### src/rtl/dvi_clk_pkg.sv
// rtl/dvi_clk_pkg.sv - shared types and constants for the DVI pixel-clock sequencer
package dvi_clk_pkg;

    typedef enum logic [3:0] {
        ST_RESTART,
        ST_WAIT_LOCK,
        ST_IDLE,
        ST_LOAD_D,
        ST_GAP_D,
        ST_LOAD_M,
        ST_GAP_M,
        ST_GO,
        ST_WAIT_DONE,
        ST_PLL_RST
    } state_e;

    localparam logic [1:0] CMD_LOAD_D = 2'b01;
    localparam logic [1:0] CMD_LOAD_M = 2'b11;
    localparam int         FRAME_LEN  = 10;

    // Command bits occupy the low end so they go out first when shifted LSB first.
    function automatic logic [FRAME_LEN-1:0] build_frame(input logic [1:0] cmd,
                                                         input logic [7:0] val);
        return {val, cmd};
    endfunction

endpackage

### src/rtl/dcm_prog_frame.sv
// rtl/dcm_prog_frame.sv - serialises one 10-bit DCM_CLKGEN PROG frame, LSB first
module dcm_prog_frame
    import dvi_clk_pkg::*;
(
    input  logic                 clk,
    input  logic                 rst_n,
    input  logic                 start,
    input  logic [FRAME_LEN-1:0] frame,
    output logic                 prog_en,
    output logic                 prog_data,
    output logic                 last
);

    logic [FRAME_LEN-1:0] shift_q, shift_d;
    logic [3:0]           cnt_q, cnt_d;
    logic                 en_q, en_d;

    assign last      = en_q && (cnt_q == 4'(FRAME_LEN - 1));
    assign prog_en   = en_q;
    assign prog_data = en_q & shift_q[0];

    always_comb begin
        shift_d = shift_q;
        cnt_d   = cnt_q;
        en_d    = en_q;
        if (start) begin
            shift_d = frame;
            cnt_d   = 4'd0;
            en_d    = 1'b1;
        end else if (en_q) begin
            shift_d = shift_q >> 1;
            cnt_d   = cnt_q + 4'd1;
            if (last) begin
                en_d = 1'b0;
            end
        end
    end

    always_ff @(posedge clk or negedge rst_n) begin
        if (!rst_n) begin
            shift_q <= '0;
            cnt_q   <= 4'd0;
            en_q    <= 1'b0;
        end else begin
            shift_q <= shift_d;
            cnt_q   <= cnt_d;
            en_q    <= en_d;
        end
    end

endmodule

### src/rtl/dvi_clkgen_sequencer.sv
// rtl/dvi_clkgen_sequencer.sv - reprograms DCM_CLKGEN M/D and restarts the PLL chain
module dvi_clkgen_sequencer
    import dvi_clk_pkg::*;
#(
    parameter int RST_PULSE = 8,
    parameter int TIMEOUT   = 1048576,
    parameter int TW        = 21
) (
    input  logic       clkin,
    input  logic       reset_n,
    input  logic       req_valid,
    output logic       req_ready,
    input  logic [7:0] req_m_m1,
    input  logic [7:0] req_d_m1,
    output logic       prog_en,
    output logic       prog_data,
    input  logic       prog_done,
    input  logic       dcm_locked,
    output logic       dcm_rst,
    output logic       pll_rst,
    input  logic       pll_locked,
    input  logic       bufpll_lock,
    output logic       clk_ok,
    output logic       busy,
    output logic       error
);

    state_e        state_q, state_d;
    logic [TW-1:0] cnt_q, cnt_d;
    logic          dcm_rst_q, dcm_rst_d;
    logic          pll_rst_q, pll_rst_d;
    logic          req_ready_q, req_ready_d;
    logic          busy_q, busy_d;
    logic          clk_ok_q, clk_ok_d;
    logic          error_q, error_d;
    logic          go_q, go_d;
    logic          start_q, start_d;
    logic [7:0]    m_q, m_d;
    logic [7:0]    d_q, d_d;

    logic                 all_locked;
    logic                 timeout;
    logic                 pulse_done;
    logic                 accept;
    logic                 frame_start;
    logic [FRAME_LEN-1:0] frame_word;
    logic                 frame_en;
    logic                 frame_data;
    logic                 frame_last;

    assign all_locked = dcm_locked & pll_locked & bufpll_lock;
    assign timeout    = (cnt_q == TW'(TIMEOUT));
    assign pulse_done = (cnt_q == TW'(RST_PULSE - 1));
    assign accept     = req_valid & req_ready_q;

    // The D frame starts one cycle after accept; the M frame is loaded from the gap
    // cycle so its first bit lands right after the single idle PROGEN cycle.
    assign frame_start = start_q | (state_q == ST_GAP_D);
    assign frame_word  = (state_q == ST_GAP_D) ? build_frame(CMD_LOAD_M, m_q)
                                               : build_frame(CMD_LOAD_D, d_q);

    dcm_prog_frame u_frame (
        .clk       (clkin),
        .rst_n     (reset_n),
        .start     (frame_start),
        .frame     (frame_word),
        .prog_en   (frame_en),
        .prog_data (frame_data),
        .last      (frame_last)
    );

    always_comb begin
        state_d  = state_q;
        clk_ok_d = clk_ok_q;
        error_d  = error_q;
        start_d  = 1'b0;
        m_d      = m_q;
        d_d      = d_q;

        case (state_q)
            ST_RESTART: begin
                if (pulse_done) state_d = ST_WAIT_LOCK;
            end
            ST_WAIT_LOCK: begin
                if (all_locked) begin
                    state_d  = ST_IDLE;
                    clk_ok_d = 1'b1;
                end else if (timeout) begin
                    state_d = ST_RESTART;
                    error_d = 1'b1;
                end
            end
            ST_IDLE: begin
                if (accept) begin
                    clk_ok_d = 1'b0;
                    if (req_m_m1 == 8'd0) begin
                        error_d = 1'b1;
                    end else begin
                        error_d = 1'b0;
                        m_d     = req_m_m1;
                        d_d     = req_d_m1;
                        start_d = 1'b1;
                        state_d = ST_LOAD_D;
                    end
                end else if (!all_locked) begin
                    clk_ok_d = 1'b0;
                    state_d  = ST_RESTART;
                end else begin
                    clk_ok_d = 1'b1;
                end
            end
            ST_LOAD_D: begin
                if (frame_last) state_d = ST_GAP_D;
            end
            ST_GAP_D:  state_d = ST_LOAD_M;
            ST_LOAD_M: begin
                if (frame_last) state_d = ST_GAP_M;
            end
            ST_GAP_M:  state_d = ST_GO;
            ST_GO:     state_d = ST_WAIT_DONE;
            ST_WAIT_DONE: begin
                if (prog_done & dcm_locked) begin
                    state_d = ST_PLL_RST;
                end else if (timeout) begin
                    state_d = ST_RESTART;
                    error_d = 1'b1;
                end
            end
            ST_PLL_RST: begin
                if (pulse_done) state_d = ST_WAIT_LOCK;
            end
            default: state_d = ST_RESTART;
        endcase

        // Registered outputs are decoded from the next state so they align with it.
        req_ready_d = (state_d == ST_IDLE);
        busy_d      = (state_d != ST_IDLE);
        dcm_rst_d   = (state_d == ST_RESTART);
        pll_rst_d   = (state_d != ST_IDLE) && (state_d != ST_WAIT_LOCK);
        go_d        = (state_d == ST_GO);

        if (state_d != state_q) begin
            cnt_d = '0;
        end else if (timeout) begin
            cnt_d = cnt_q;
        end else begin
            cnt_d = cnt_q + TW'(1);
        end
    end

    always_ff @(posedge clkin or negedge reset_n) begin
        if (!reset_n) begin
            state_q     <= ST_RESTART;
            cnt_q       <= '0;
            dcm_rst_q   <= 1'b1;
            pll_rst_q   <= 1'b1;
            req_ready_q <= 1'b0;
            busy_q      <= 1'b1;
            clk_ok_q    <= 1'b0;
            error_q     <= 1'b0;
            go_q        <= 1'b0;
            start_q     <= 1'b0;
            m_q         <= 8'd0;
            d_q         <= 8'd0;
        end else begin
            state_q     <= state_d;
            cnt_q       <= cnt_d;
            dcm_rst_q   <= dcm_rst_d;
            pll_rst_q   <= pll_rst_d;
            req_ready_q <= req_ready_d;
            busy_q      <= busy_d;
            clk_ok_q    <= clk_ok_d;
            error_q     <= error_d;
            go_q        <= go_d;
            start_q     <= start_d;
            m_q         <= m_d;
            d_q         <= d_d;
        end
    end

    assign prog_en   = frame_en | go_q;
    assign prog_data = frame_data;
    assign dcm_rst   = dcm_rst_q;
    assign pll_rst   = pll_rst_q;
    assign req_ready = req_ready_q;
    assign busy      = busy_q;
    assign clk_ok    = clk_ok_q;
    assign error     = error_q;

endmodule

### config.mk
export PLATFORM = sky130hd
export DESIGN_NAME = dvi_clkgen_sequencer
export DESIGN_NICKNAME = d
export VERILOG_FILES = /design/src/rtl/dvi_clk_pkg.sv /design/src/rtl/dcm_prog_frame.sv /design/src/rtl/dvi_clkgen_sequencer.sv
export SDC_FILE = /design/constraint.sdc
export NUM_CORES = 1
export LEC_CHECK = 0
export ABC_AREA = 1
export CAP_MARGIN = 15
export CORE_MARGIN = 5
export CORE_UTILIZATION = 60
export CTS_CLUSTER_DIAMETER = 150
export DETAILED_ROUTE_END_ITERATION = 6
export DONT_BUFFER_PORTS = 1
export GPL_TIMING_DRIVEN = 1
export PLACE_DENSITY = 0.78
export RECOVER_POWER = 25
export SYNTH_ARGS = -nofsm -noshare
export SYNTH_HDL_FRONTEND = slang
export SYNTH_SLANG_ARGS = --single-unit
### constraint.sdc
create_clock -name clkin -period 4.4 [get_ports clkin]
set_input_delay 0.66 -clock clkin [delete_from_list [all_inputs] [get_ports clkin]]
set_output_delay 0.66 -clock clkin [all_outputs]
set_load 0.03 [all_outputs]
Yosys cells after proc, flatten, opt, wreduce, memory -nomap -nowiden
Cells that the tools add are included.

storage, ports and cells
  register bits = 64
  bits in latches = 0
  bits in writable memories = 0
  memory bits (read-only) = 0
  input port bits = 23
  output and inout bits = 8
  word-level logic and storage cells = 92
  memories kept = 0

cells by class
  $add $sub $neg = 2
  multiply operators = 0
  divide/modulo/power cells = 0
  order comparisons = 0
  eq/ne operators = 22
  shift-type cells = 0
  mux-type cells = 33
  bitwise logic cells = 8
  reduce and logical (&&, ||, !) cells = 12

operator list
  cell                     number
  $mux W4                  11
  $mux W21                 2
  $pmux W4 S9              1
  $mux W10                 3
  $add A21 B1 Y21 const B  1
  $eq A21 B21 Y1 const B   1
  $eq A21 B3 Y1 const B    1
  $eq A4 B3 Y1 const B     5
  $mux W1                  14
  $eq A4 B2 Y1 const B     3
  $eq A4 B4 Y1 const B     3
  $logic_not A4 Y1         2
  $logic_not A8 Y1         1
  $ne A2 B2 Y1 const B     4
  $and A1 B1 Y1            5
  $add A4 B1 Y4 const B    1
  $eq A4 B1 Y1 const B     1
  $ne A4 B1 Y1 const B     1
  $ne A4 B2 Y1 const B     1
  $ne A4 B4 Y1             1
  $reduce_and A4 Y1        1
  $reduce_bool A2 Y1       2
  $pmux W1 S3              1
  $reduce_and A3 Y1        1
  8 further kinds          10

Depth between registers and ports, before layout
  depth in word-level cells = 7
  gate-level depth with buffers = 14
  gate-level depth less buffers = 13

Hierarchy
Synthesis repeated with hierarchy kept, for this count alone.

unflattened totals
  cell total of the unflattened synthesis = 445
  area, all modules = 3529.6 µm²

by module, submodules not included
  module                times used  cells an instance  area each (µm²)  seq. area each (µm²)
  dvi_clkgen_sequencer  1           363                2821.5           1229.9
  dcm_prog_frame        1           82                 708.2            375.4

Worst setup path after synthesis
No wires, ideal clock.

  kind = reg-to-reg
  from = register cnt_q[0]
  to = register cnt_q[11]
  setup time = 0.122 ns
  data arrival time = 1.647 ns
  data required time = 4.278 ns
  path slack = 2.631 ns
  cell stages (with the launch flop) = 12
  path buffers = 1
  period minus slack after synthesis = 1.769 ns
  path through = dfrtp_1 > inv_1 > ha_1 > nand2_1 > nor3_2 > nand3_2 > nand3_1 > nand3b_2 > or2_0 > nand3_2 > buf_6 > nor2_2

on the way
  longest elaborated chain between the ends = 6
  elaborated cells between the ends (all ways) = 12
  those cells by class = add/sub (1); eq/ne (4); mux (7)

ends and longest elaborated chain
  what                                                line                                                     text
  from (decl)                                         dvi_clkgen_sequencer.sv:29                               logic [TW-1:0] cnt_q, cnt_d;
  from (signal assigned)                              dvi_clkgen_sequencer.sv:167                              cnt_q <= cnt_d;
  $eq A21 B21 Y1                                      dvi_clkgen_sequencer.sv:52                               assign timeout = (cnt_q == TW'(TIMEOUT));
  $mux W4                                             dvi_clkgen_sequencer.sv:88, dvi_clkgen_sequencer.sv:124
  $mux W4, on equally long branches                   dvi_clkgen_sequencer.sv:122, dvi_clkgen_sequencer.sv:85
  $pmux W4 S9 *                                       dvi_clkgen_sequencer.sv:80                               case (state_q)
  net state_d[3]                                      dvi_clkgen_sequencer.sv:28                               state_e state_q, state_d;
  $ne A4 B4 Y1 *                                      dvi_clkgen_sequencer.sv:142                              if (state_d != state_q) begin
  $ne A2 B1 Y1 (no line) or $mux W21 (tied branches)  --

Mark *: on every way through the listed nets, which the timed path passes. The rest lies on a longest branch. The select of a mux whose other input is x is not followed.
A chain may end at the register's enable or synchronous reset.

Worst setup path in the final report
  from = register state_q[0]
  to = register cnt_q[10]

on the way
  longest elaborated chain between the ends = 5
  elaborated cells between the ends (all ways) = 24
  those cells by class = eq/ne (11); mux (11); reduce/logical (2)

ends and longest elaborated chain
  what                                                line                         text
  from (decl)                                         dvi_clkgen_sequencer.sv:28
  from (signal assigned)                              dvi_clkgen_sequencer.sv:166  state_q <= state_d;
  $eq A4 B4 Y1 (tied with other cells)                dvi_clkgen_sequencer.sv:80
  $reduce_or A2 Y1 (no line) (tied with other cells)  --
  $pmux W4 S9 *                                       dvi_clkgen_sequencer.sv:80
  net state_d[0]                                      dvi_clkgen_sequencer.sv:28
  $ne A4 B4 Y1 *                                      dvi_clkgen_sequencer.sv:142
  $ne A2 B1 Y1 (no line) or $mux W21 (tied branches)  --

Mark *: on every way through the listed nets, which the timed path passes. The rest lies on a longest branch.

==> flow_metrics.env <==
export IMPL_cts_setup_buffers=0
export IMPL_critical_path_top_delay_family="simple AND/OR/NAND/NOR gates"
export IMPL_crit_reg2reg_launch="state_q[0]$_DFF_PN0_"
export IMPL_io_pin_count=31
export IMPL_muxShareOfSynthArea_pct=0
export IMPL_place_congestion=0.8393
export IMPL_hold_viol_final=0
export IMPL_fin_skew_ps=9.176
export IMPL_synth_adder_area_share_pct=1.484
export IMPL_drt_first_pass_iters=4
export IMPL_whs_ps=151.1
export IMPL_setup_viol=0
export IMPL_r2r_slack_ps=1650
export IMPL_synth_top_area_share_pct=45.25
export IMPL_fp_coreArea_sq_um=5473
export IMPL_crit_chain="inv_1, nand2_1, nor2_2, nand3_1, nand3_1, nor2_2, nand2_2, nand2_1, nand2_1, nand3_2, nor2_1"
export IMPL_reg2regPathDepth=11
export IMPL_critPathCaptureType="flip-flop"
export IMPL_clkLatencyLatePin_ps=350
export IMPL_ys_top_cells_by_area="dfrtp_1 45%, nand2_1 9.2%, inv_1 6.0%, nor2_1 5.3%, nor2_2 4.8%"
export IMPL_yosysTopAreaCell="dfrtp_1"
export IMPL_cts_made_buffers=9
export IMPL_drc_errors=0
export IMPL_critPathKind="reg2reg"
export IMPL_crit_path_top_delay_cell="nand3_2"
export IMPL_critPathLaunchType="flip-flop"
export IMPL_antenna_left=0
export IMPL_cts_root_buf="clkbuf_8"
export IMPL_min_period_ps=2747
export IMPL_fp_dieArea_sq_um=7222
export IMPL_cts_buffer_depth=2
export IMPL_yosys_warnings=0
export IMPL_ys_flop_type="dfrtp_1"
export IMPL_cp_max_fo=21
export IMPL_final_instance_count_excl_fill=500
export IMPL_syn_to_final_growth_pct=7.826
export IMPL_slew_viol_final=35
export IMPL_synth_cell_types=35
export IMPL_min_path_type="in2async"
export IMPL_grt_usage_pct=20.91
export IMPL_ys_seq_area_share_pct=47.59
export IMPL_slowest_delay_ps=490
export IMPL_cpMostUsedCell="nand2_1"
export IMPL_final_setup_tns_ps=0
export IMPL_cap_violations=1
export IMPL_fill_cells=452
export IMPL_clock_fmax_mhz=364.0
export IMPL_start_util_pct=61.64
export IMPL_grt_antenna_before_repair=0
export IMPL_synth_top_family_by_area="simple AND/OR/NAND/NOR gates"
export IMPL_violations="max-capacitance violations, max-slew violations"
export IMPL_synth_seq_cells=64
export IMPL_crit_buf_inv=1
export IMPL_slew_headroom_pct=-18.96
export IMPL_via_count=2663
export IMPL_synth_area_per_cell_sq_um=8.089
export IMPL_port_buffers=0
export IMPL_final_nets=450
export IMPL_dpl_hpwl_um=4665
export IMPL_grt_ovfl_total=0
export IMPL_async_reset_ff_share_pct=100.0
export IMPL_cts_htree_levels=3
export IMPL_wirelength_um=6680
export IMPL_syn_num_nets=444
export IMPL_place_inst=480
export IMPL_status="complete, but fails checks"
export IMPL_grt_pass1_vias=2553
export IMPL_drive_gt1_share_pct=14.95
export IMPL_required_ps=4650
export IMPL_vdd_drop_max_v=0.0004393
export IMPL_worst_slew_pin_slew_ps=1784
export IMPL_powerDensity_nw_per_um2=447.3
export IMPL_die_h_um=84.98
export IMPL_grt_pass1_wl_um=11990
export IMPL_grt_max_degree=35
export IMPL_synth_xor_area_share_pct=4.377
export IMPL_synth_area_sq_um=3373
export IMPL_via_per_inst=5.326
export IMPL_synthSimpleGateAreaFrac_pct=30.19
export IMPL_power_leakage_nw=1.726
export IMPL_diodes=0
export IMPL_cts_sinks=64
export IMPL_first_iter_violations=136
export IMPL_timing_final_crit_share_pct=62.44
export IMPL_arrival_ps=3000
export IMPL_rsz0062_at_grt="false"
export IMPL_synth_compound_area_share_pct=8.234
export IMPL_path_clk_slew_ps=70
export IMPL_synth_edf_count=0
export IMPL_wl_per_cell_um=13.36
export IMPL_yosys_top_cells_count="83 x nand2_1, 61 x dfrtp_1, 54 x inv_1"
export IMPL_die_w_um=84.98
export IMPL_fp_row_count=27
export IMPL_cts_tree="yes"
export IMPL_synthCells=417
export IMPL_rr_endpoint="cnt_q[10]$_DFFE_PN0P_"
export IMPL_synth_most_common_cell="nand2_1"
-- cells in the final DEF, fill, tap and decap left out, types with 2 or more instances in the layout --
| master | n |
|---|---|
| o21ai_0 | 28 |
| o21ai_1 | 2 |
| nor3_1 | 14 |
| nand3_2 | 3 |
| a21oi_1 | 7 |
| xnor2_1 | 5 |
| nand2_2 | 3 |
| nand2_1 | 83 |
| ha_1 | 4 |
| nand4_1 | 5 |
| dfrtp_1 | 61 |
| inv_1 | 54 |
| nor2_2 | 26 |
| nor2_1 | 48 |
| dlygate4sd3_1 | 3 |
| a221oi_1 | 6 |
| inv_2 | 4 |
| nor3_2 | 4 |
| dfstp_2 | 3 |
| xor2_1 | 10 |
| clkbuf_8 | 10 |
| nand3_1 | 27 |
| clkinv_2 | 4 |
-- cells by family (layout without fill, tap and decap cells) --
family,count (synthesis),in the layout
AOI/OAI and AO/OA,48,48
and+or+nand+nor,218,218
buffers and inverters,67,78
xor gates and xnor gates,16,16
adders and majority gates,4,4
DFF,64,64
-- worst reg2reg max path, delay by kind of cell (launching register included) --
kind          cells  cell delay [ps]
buf+inv           1              120
flops             1              450
simple gates     10             2070
-- final cells by class --
cell class	count	area, sq um	area share [%]
Tap cell	72	90.09	2.477
Clock inverter	6	58.81	1.617
Clock buffer	10	137.6	3.784
Sequential cell	64	1605	44.13
Inverter	58	217.7	5.986
Timing Repair Buffer	4	33.78	0.9288
Multi-Input combinational cell	286	1494	41.07
-- per-layer routing --
metal	share of wire [%]	track usage, %
met5	0	0
met4	2.1	7.914
met3	5.7	5.922
met2	45	31.71
met1	47	28.56
-- stage by stage --
| step | area (sq um) | total power [mW] | worst slack [ps] | utilization [%] |
|---|---|---|---|---|
| after global routing | 3637 | 1.728 | 1325 | 66.46 |
| after CTS | 3643 | 1.638 | 1648 | 66.58 |
| after floorplan | 3373 | 1.083 | 2631 | - |
| final | 3637 | 1.627 | 1653 | 66.46 |
| after global placement | 3407 | 1.106 | 1713 | 62.25 |
| after detailed placement | 3407 | 1.124 | 1607 | 62.25 |
-- power breakdown --
part	internal, mW	total, mW	switching (mW)	leakage [nW]
Clock	0.274	0.501	0.228	0.106
Sequential	0.674	0.771	0.0975	0.837
Combinational	0.108	0.354	0.246	0.783
-- flip-flops by register name, summed over array words and instances (netlist names), 4 cells and up --
signal / cells
cnt_q: 21
u_frame.shift_q: 10
state_q: 4
d_q: 8
m_q: 8
u_frame.cnt_q: 4
-- worst max-delay path by stage --
stage	cells past startpoint	startpoint	slack, ps	end
2_1_floorplan	11	cnt_q[0]$_DFFE_PN0P_	2630	cnt_q[11]$_DFFE_PN0P_
3_3_place_gp	11	req_m_m1[0]	1710	cnt_q[10]$_DFFE_PN0P_
3_5_place_dp	11	req_m_m1[1]	1610	cnt_q[10]$_DFFE_PN0P_
4_1_cts	11	state_q[0]$_DFF_PN0_	1650	cnt_q[10]$_DFFE_PN0P_
5_1_grt	11	state_q[0]$_DFF_PN0_	1330	cnt_q[10]$_DFFE_PN0P_
6_report	11	state_q[0]$_DFF_PN0_	1650	cnt_q[10]$_DFFE_PN0P_
-- repair_timing --
item,CTS,global route
hold buffers,3,1
setup endpoints to repair,0,0
hold endpoints to repair,34,8
gates resized for setup,0,0
No activity file was read; power rests on OpenSTA's default activity.
